--- src/rtl/sfp_tile_accum.sv ---
`default_nettype none
// ============================================================================
// Module      : sfp_tile_accum
// Description : Per-column multi-pass psum accumulator with saturation, optional
//               ReLU and output clamping; drains one tile under valid/ready.
// Revision    : 1.0 - initial release
// ============================================================================
module sfp_tile_accum #(
    parameter int COL     = 8,
    parameter int PSUM_BW = 16,
    parameter int ACC_BW  = 24,
    parameter int OUT_BW  = 16,
    parameter int CNT_BW  = 8
) (
    input  logic                   clk,
    input  logic                   reset,
    input  logic                   start,
    input  logic [CNT_BW-1:0]      acc_len,
    input  logic                   relu_en,
    input  logic [PSUM_BW*COL-1:0] in_psum,
    input  logic [COL-1:0]         valid_in,
    input  logic                   o_ready,
    output logic [OUT_BW*COL-1:0]  out_accum,
    output logic                   o_valid,
    output logic [COL-1:0]         wr_ofifo,
    output logic                   busy,
    output logic                   done,
    output logic [COL-1:0]         sat_flag
);

    localparam logic [ACC_BW-1:0] c_ACC_MAX = {1'b0, {(ACC_BW-1){1'b1}}};
    localparam logic [ACC_BW-1:0] c_ACC_MIN = {1'b1, {(ACC_BW-1){1'b0}}};
    localparam logic [OUT_BW-1:0] c_OUT_MAX = {1'b0, {(OUT_BW-1){1'b1}}};
    localparam logic [OUT_BW-1:0] c_OUT_MIN = {1'b1, {(OUT_BW-1){1'b0}}};
    localparam int                c_EXT     = ACC_BW + 1 - PSUM_BW;

    typedef enum logic [1:0] {
        ST_IDLE  = 2'd0,
        ST_ACCUM = 2'd1,
        ST_DRAIN = 2'd2
    } state_t;

    state_t              state_q, state_d;
    logic [CNT_BW-1:0]   len_q, len_d;
    logic                relu_q, relu_d;
    logic                done_q, done_d;
    logic [ACC_BW-1:0]   acc_q [COL];
    logic [ACC_BW-1:0]   acc_d [COL];
    logic [CNT_BW-1:0]   cnt_q [COL];
    logic [CNT_BW-1:0]   cnt_d [COL];
    logic [COL-1:0]      sat_q, sat_d;
    logic [COL-1:0]      w_col_full;
    logic                w_start, w_in_accum, w_in_drain;

    assign w_start    = (state_q == ST_IDLE) && start;
    assign w_in_accum = (state_q == ST_ACCUM);
    assign w_in_drain = (state_q == ST_DRAIN);

    generate
        for (genvar k = 0; k < COL; k++) begin : g_col
            logic [PSUM_BW-1:0]     w_psum;
            logic [ACC_BW:0]        w_sum;
            logic                   w_take;
            logic                   w_ovf;
            logic [ACC_BW-1:0]      w_acc_sat;
            logic [ACC_BW-1:0]      w_post_relu;
            logic [ACC_BW-OUT_BW:0] w_hi;
            logic [OUT_BW-1:0]      w_clamped;

            assign w_psum = in_psum[k*PSUM_BW +: PSUM_BW];
            // One guard bit: overflow shows up as the top two sum bits disagreeing.
            assign w_sum  = {acc_q[k][ACC_BW-1], acc_q[k]}
                          + {{c_EXT{w_psum[PSUM_BW-1]}}, w_psum};
            assign w_ovf  = w_sum[ACC_BW] ^ w_sum[ACC_BW-1];
            assign w_acc_sat = !w_ovf ? w_sum[ACC_BW-1:0]
                             : (w_sum[ACC_BW] ? c_ACC_MIN : c_ACC_MAX);

            assign w_take   = w_in_accum && valid_in[k] && (cnt_q[k] < len_q);
            assign cnt_d[k] = w_start ? '0 : (w_take ? cnt_q[k] + CNT_BW'(1) : cnt_q[k]);
            assign acc_d[k] = w_start ? '0 : (w_take ? w_acc_sat : acc_q[k]);
            assign sat_d[k] = w_start ? 1'b0 : (sat_q[k] | (w_take & w_ovf));
            assign w_col_full[k] = (cnt_d[k] == len_q);

            assign w_post_relu = (relu_q && acc_q[k][ACC_BW-1]) ? '0 : acc_q[k];
            // Value fits the output word when all bits from the output sign upward agree.
            assign w_hi      = w_post_relu[ACC_BW-1:OUT_BW-1];
            assign w_clamped = (&w_hi || ~|w_hi) ? w_post_relu[OUT_BW-1:0]
                             : (w_hi[ACC_BW-OUT_BW] ? c_OUT_MIN : c_OUT_MAX);
            assign out_accum[k*OUT_BW +: OUT_BW] = w_in_drain ? w_clamped : '0;
        end
    endgenerate

    always_comb begin
        state_d = state_q;
        len_d   = len_q;
        relu_d  = relu_q;
        done_d  = 1'b0;
        case (state_q)
            ST_IDLE: begin
                if (start) begin
                    len_d   = (acc_len == '0) ? CNT_BW'(1) : acc_len;
                    relu_d  = relu_en;
                    state_d = ST_ACCUM;
                end
            end
            ST_ACCUM: begin
                if (&w_col_full) begin
                    state_d = ST_DRAIN;
                end
            end
            ST_DRAIN: begin
                if (o_ready) begin
                    state_d = ST_IDLE;
                    done_d  = 1'b1;
                end
            end
            default: state_d = ST_IDLE;
        endcase
    end

    always_ff @(posedge clk) begin
        if (!reset) begin
            state_q <= ST_IDLE;
            len_q   <= '0;
            relu_q  <= 1'b0;
            done_q  <= 1'b0;
            sat_q   <= '0;
            for (int k = 0; k < COL; k++) begin
                acc_q[k] <= '0;
                cnt_q[k] <= '0;
            end
        end else begin
            state_q <= state_d;
            len_q   <= len_d;
            relu_q  <= relu_d;
            done_q  <= done_d;
            sat_q   <= sat_d;
            for (int k = 0; k < COL; k++) begin
                acc_q[k] <= acc_d[k];
                cnt_q[k] <= cnt_d[k];
            end
        end
    end

    assign o_valid  = w_in_drain;
    assign wr_ofifo = {COL{w_in_drain & o_ready}};
    assign busy     = (state_q != ST_IDLE);
    assign done     = done_q;
    assign sat_flag = sat_q;

endmodule
`default_nettype wire
--- config.mk ---
export PLATFORM = sky130hd
export DESIGN_NAME = sfp_tile_accum
export DESIGN_NICKNAME = d
export VERILOG_FILES = /design/src/rtl/sfp_tile_accum.sv
export SDC_FILE = /design/constraint.sdc
export NUM_CORES = 1
export LEC_CHECK = 0
export BUFFER_PORTS_ARGS = -buffer_cell sky130_fd_sc_hd__clkbuf_2
export CAP_MARGIN = 40
export CORE_ASPECT_RATIO = 1.25
export CORE_MARGIN = 5
export CORE_UTILIZATION = 40
export CTS_CLUSTER_DIAMETER = 60
export DETAILED_ROUTE_END_ITERATION = 7
export PLACE_DENSITY = 0.65
export SLEW_MARGIN = 10
export SYNTH_ARGS = -nofsm -noshare
export SYNTH_HDL_FRONTEND = slang
export SYNTH_SLANG_ARGS = --single-unit
--- constraint.sdc ---
create_clock -name clk -period 4.3 [get_ports clk]
set_clock_uncertainty 0.15 [all_clocks]
set_input_delay 0.43 -clock clk [delete_from_list [all_inputs] [get_ports clk]]
set_output_delay 0.43 -clock clk [all_outputs]
set_load 0.01 [all_outputs]
==> results.py <==
metrics = {
    "power": {
        "switching_share_pct": 32.6,
        "power_frac_comb_pct": 26.4,
        "p_switching_mw": 2.72,
        "ir_drop_uv": 208,
        "p_per_area_nw_per_um2": 299,
        "pwr-share-clk_pct": 40.7,
        "p_int_mw": 5.63,
        "fin_total_pwr_mw": 8.35,
        "p_leak_nw": 12.2,
        "pwr-share-seq_pct": 32.9,
    },
    "synth": {
        "synth-seq-cells": 276,
        "synth_top_area_share_pct": 23.1,
        "synth.avg_cell_area_um2": 7.42,
        "synth-edff-count": 0,
        "synth_cells": 3222,
        "synth_ff_type": "dfxtp_1",
        "ys_warn_count": 0,
        "ys_types": 92,
        "yosysTopAreaCell": "dfxtp_1",
        "ys_seq_area_share_pct": 23.1,
        "synth_nets": 3635,
        "netlist_area_um2": 23900,
        "async_flop_share_pct": 0,
        "synthTopCellsByArea": "dfxtp_1 (23%), ha_1 (13%), a21oi_1 (8.1%)",
    },
    "finish": {
        "final_nets": 3923,
        "area_growth_pct": 16.7,
        "layout.cells.non_filler": 4310,
        "fin_util_pct": 47.0,
        "final_cell_area_um2": 27900,
        "drive_gt1_share_pct": 14.2,
        "fillCellCount": 6012,
    },
    "place": {
        "dpl.cell_count": 4226,
        "placed_area_um2": 26500,
        "post-place-ws_ns": 0.220,
        "post-dp-hpwl_um": 53800,
        "gp_congestion": 0.930,
        "port_buffers": 295,
    },
    "routing": {
        "vias": 24100,
        "first_pass_iters": 5,
        "postRouteWirelength_um": 72300,
        "drtIter0Drc": 1411,
        "drcViolationCount": 0,
        "routedWlPerCell_um": 16.8,
        "drt-vias-per-instance": 5.59,
        "final_antenna_net_count": 0,
    },
    "floorplanning": {
        "core_um2": 59400,
        "pin_count": 296,
        "fp.dieW_um": 229,
        "start_util_pct": 40.2,
        "chipHeight_um": 283,
        "std_cell_rows": 100,
        "die-area_um2": 64800,
    },
    "timing": {
        "rsz0062_at_grt": "false",
        "tightest_slew_ns": 0.752,
        "period_minus_slack_ns": 4.09,
        "period_share_pct": 95.1,
        "hold_ws_ns": 0.0656,
        "max_clock_freq_ghz": 0.245,
        "relSlewSlack_pct": 49.5,
        "setup_slack_ns": 0.212,
        "finalSetupViolCount": 0,
        "finalSetupTns_ns": 0,
        "slew_violations": 0,
        "finalHoldViolCount": 0,
    },
    "clock_tree": {
        "cts.reportedPaths.clkPinSlew_ns": 0.06,
        "htreeDepth": 2,
        "cts_made_buffers": 38,
        "clockRootBuffer": "clkbuf_16",
        "cts_max_path_buffers": 3,
        "tritoncts": "done",
        "cts_sinks": 276,
        "clk_latency_ns": 0.56,
        "cts_setup_buffers": 0,
    },
    "global_route": {
        "track_usage_pct": 21.2,
        "antenna_found_initial": 8,
        "grt_pass1_wl_um": 117000,
        "grt_max_degree": 64,
        "grt_pass1_vias": 23200,
        "grt_overflow": 0,
    },
    "worst_setup_path": {
        "path_max_fanout": 24,
        "arrival_ns": 4.42,
        "startpoint_type": "flip-flop",
        "required_ns": 4.63,
        "worstSetupPathType": "reg2reg",
        "endpoint_kind": "flip-flop",
    },
    "job": {
        "cap_violations": 0,
    },
    "hold_path": {
        "hold_class": "in2reg",
    },
    "outcome": {
        "outcome": "finished clean",
    },
}
worst max-delay path: stages, from the launching register on:
cell	delay (ns)
dfxtp_1	0.48
inv_1	0.35
ha_1	0.40
and4_1	0.16
o21ai_0	0.17
o21ai_2	0.23
buf_4	0.32
o21a_1	0.16
o21ai_0	0.24
or4_1	0.59
nor2_1	0.11
mux2i_1	0.10
nor4b_1	0.33
nand4_1	0.13
nand2_1	0.08
timing repair:
| item | 4_1_cts | 5_1_grt |
|---|---|---|
| setup endpoints to repair | 0 | 1 |
| hold buffers | 9 | 0 |
| hold endpoints to repair | 9 | 0 |
| resized for setup | 0 | 1 |
cell usage after synthesis, types with 33 or more instances:
library cell and number:
nor3_1 52, and3_1 33, nand2_1 224, xor2_1 76
clkbuf_1 105, maj3_1 54, dfxtp_1 276, ha_1 256
o21ai_0 294, nor2_1 492, a21o_1 72, inv_1 88
a21oi_1 387, nand2b_1 40, xnor2_1 125, nand3_1 64
o21a_1 44
routing by layer:
metal / GRT usage [%] / vias up / part of all wire [%]
li1: - / 12200 / -
met1: 26.2 / 11100 / 44
met2: 37.1 / 594 / 47
met3: 3.72 / 145 / 5.3
met4: 7.60 / 0 / 3.5
met5: 0 / - / 0
registers in the layout, indices dropped and copies added (netlist names):
register and flops:
acc_q 192, cnt_q 64, done 1, len_q 8, relu_q 1, sat_flag 8, state_q 2
power by group through the flow:
| stage | Sequential (mW) | Clock (mW) | Combinational [mW] |
|---|---|---|---|
| 2_1_floorplan | 2.77 | 0 | 1.60 |
| 3_3_place_gp | 2.80 | 0 | 2.16 |
| 3_5_place_dp | 2.80 | 0 | 2.18 |
| 4_1_cts | 2.75 | 3.49 | 2.20 |
| 5_1_grt | 2.76 | 3.59 | 2.46 |
| 6_report | 2.75 | 3.40 | 2.20 |
cell families after synthesis:
kind of cell | share of synthesized area (%)
mux | 0.884
buf+inv | 4.03
fa+ha+maj | 16.3
xor+xnor | 7.50
flops | 23.1
compound gates | 26.6
simple gates | 21.5
layout make-up:
class | count | area, µm² | share of cell area, %
well taps | 765 | 957 | 3.43
multi-input cells | 2712 | 17500 | 62.6
clock inverters | 14 | 194 | 0.695
diodes | 7 | 17.5 | 0.0628
clock buffers | 54 | 1140 | 4.09
flip-flops and latches | 276 | 5530 | 19.8
repair buffers | 393 | 2250 | 8.08
inverters | 89 | 334 | 1.20
worst paths after layout:
check	start	to	slack, ns	cells past startpoint
hold reg to reg	sat_flag[2]	sat_flag[2]	0.32	2
setup / recovery	len_q[4]	state_q[1]	0.21	14
hold / removal	acc_len[5]	len_q[5]	0.07	3
setup reg to reg	len_q[4]	state_q[1]	0.21	14
cells in the final DEF, fill, tap and decap left out, types with 30 or more instances in the layout:
cell type and count:
nor2_1 488, a21oi_1 387, clkbuf_2 295, o21ai_0 294, dfxtp_1 276, ha_1 256
nand2_1 223, xnor2_1 124, inv_1 88, buf_4 87, xor2_1 76, a21o_1 72
nand3_1 64, maj3_1 54, nor3_1 52, o21a_1 44, nand2b_1 40, clkbuf_16 39
and3_1 33, and2_1 31, nor4_1 30, a211oi_1 30
Power figures use the tool's default switching activity.
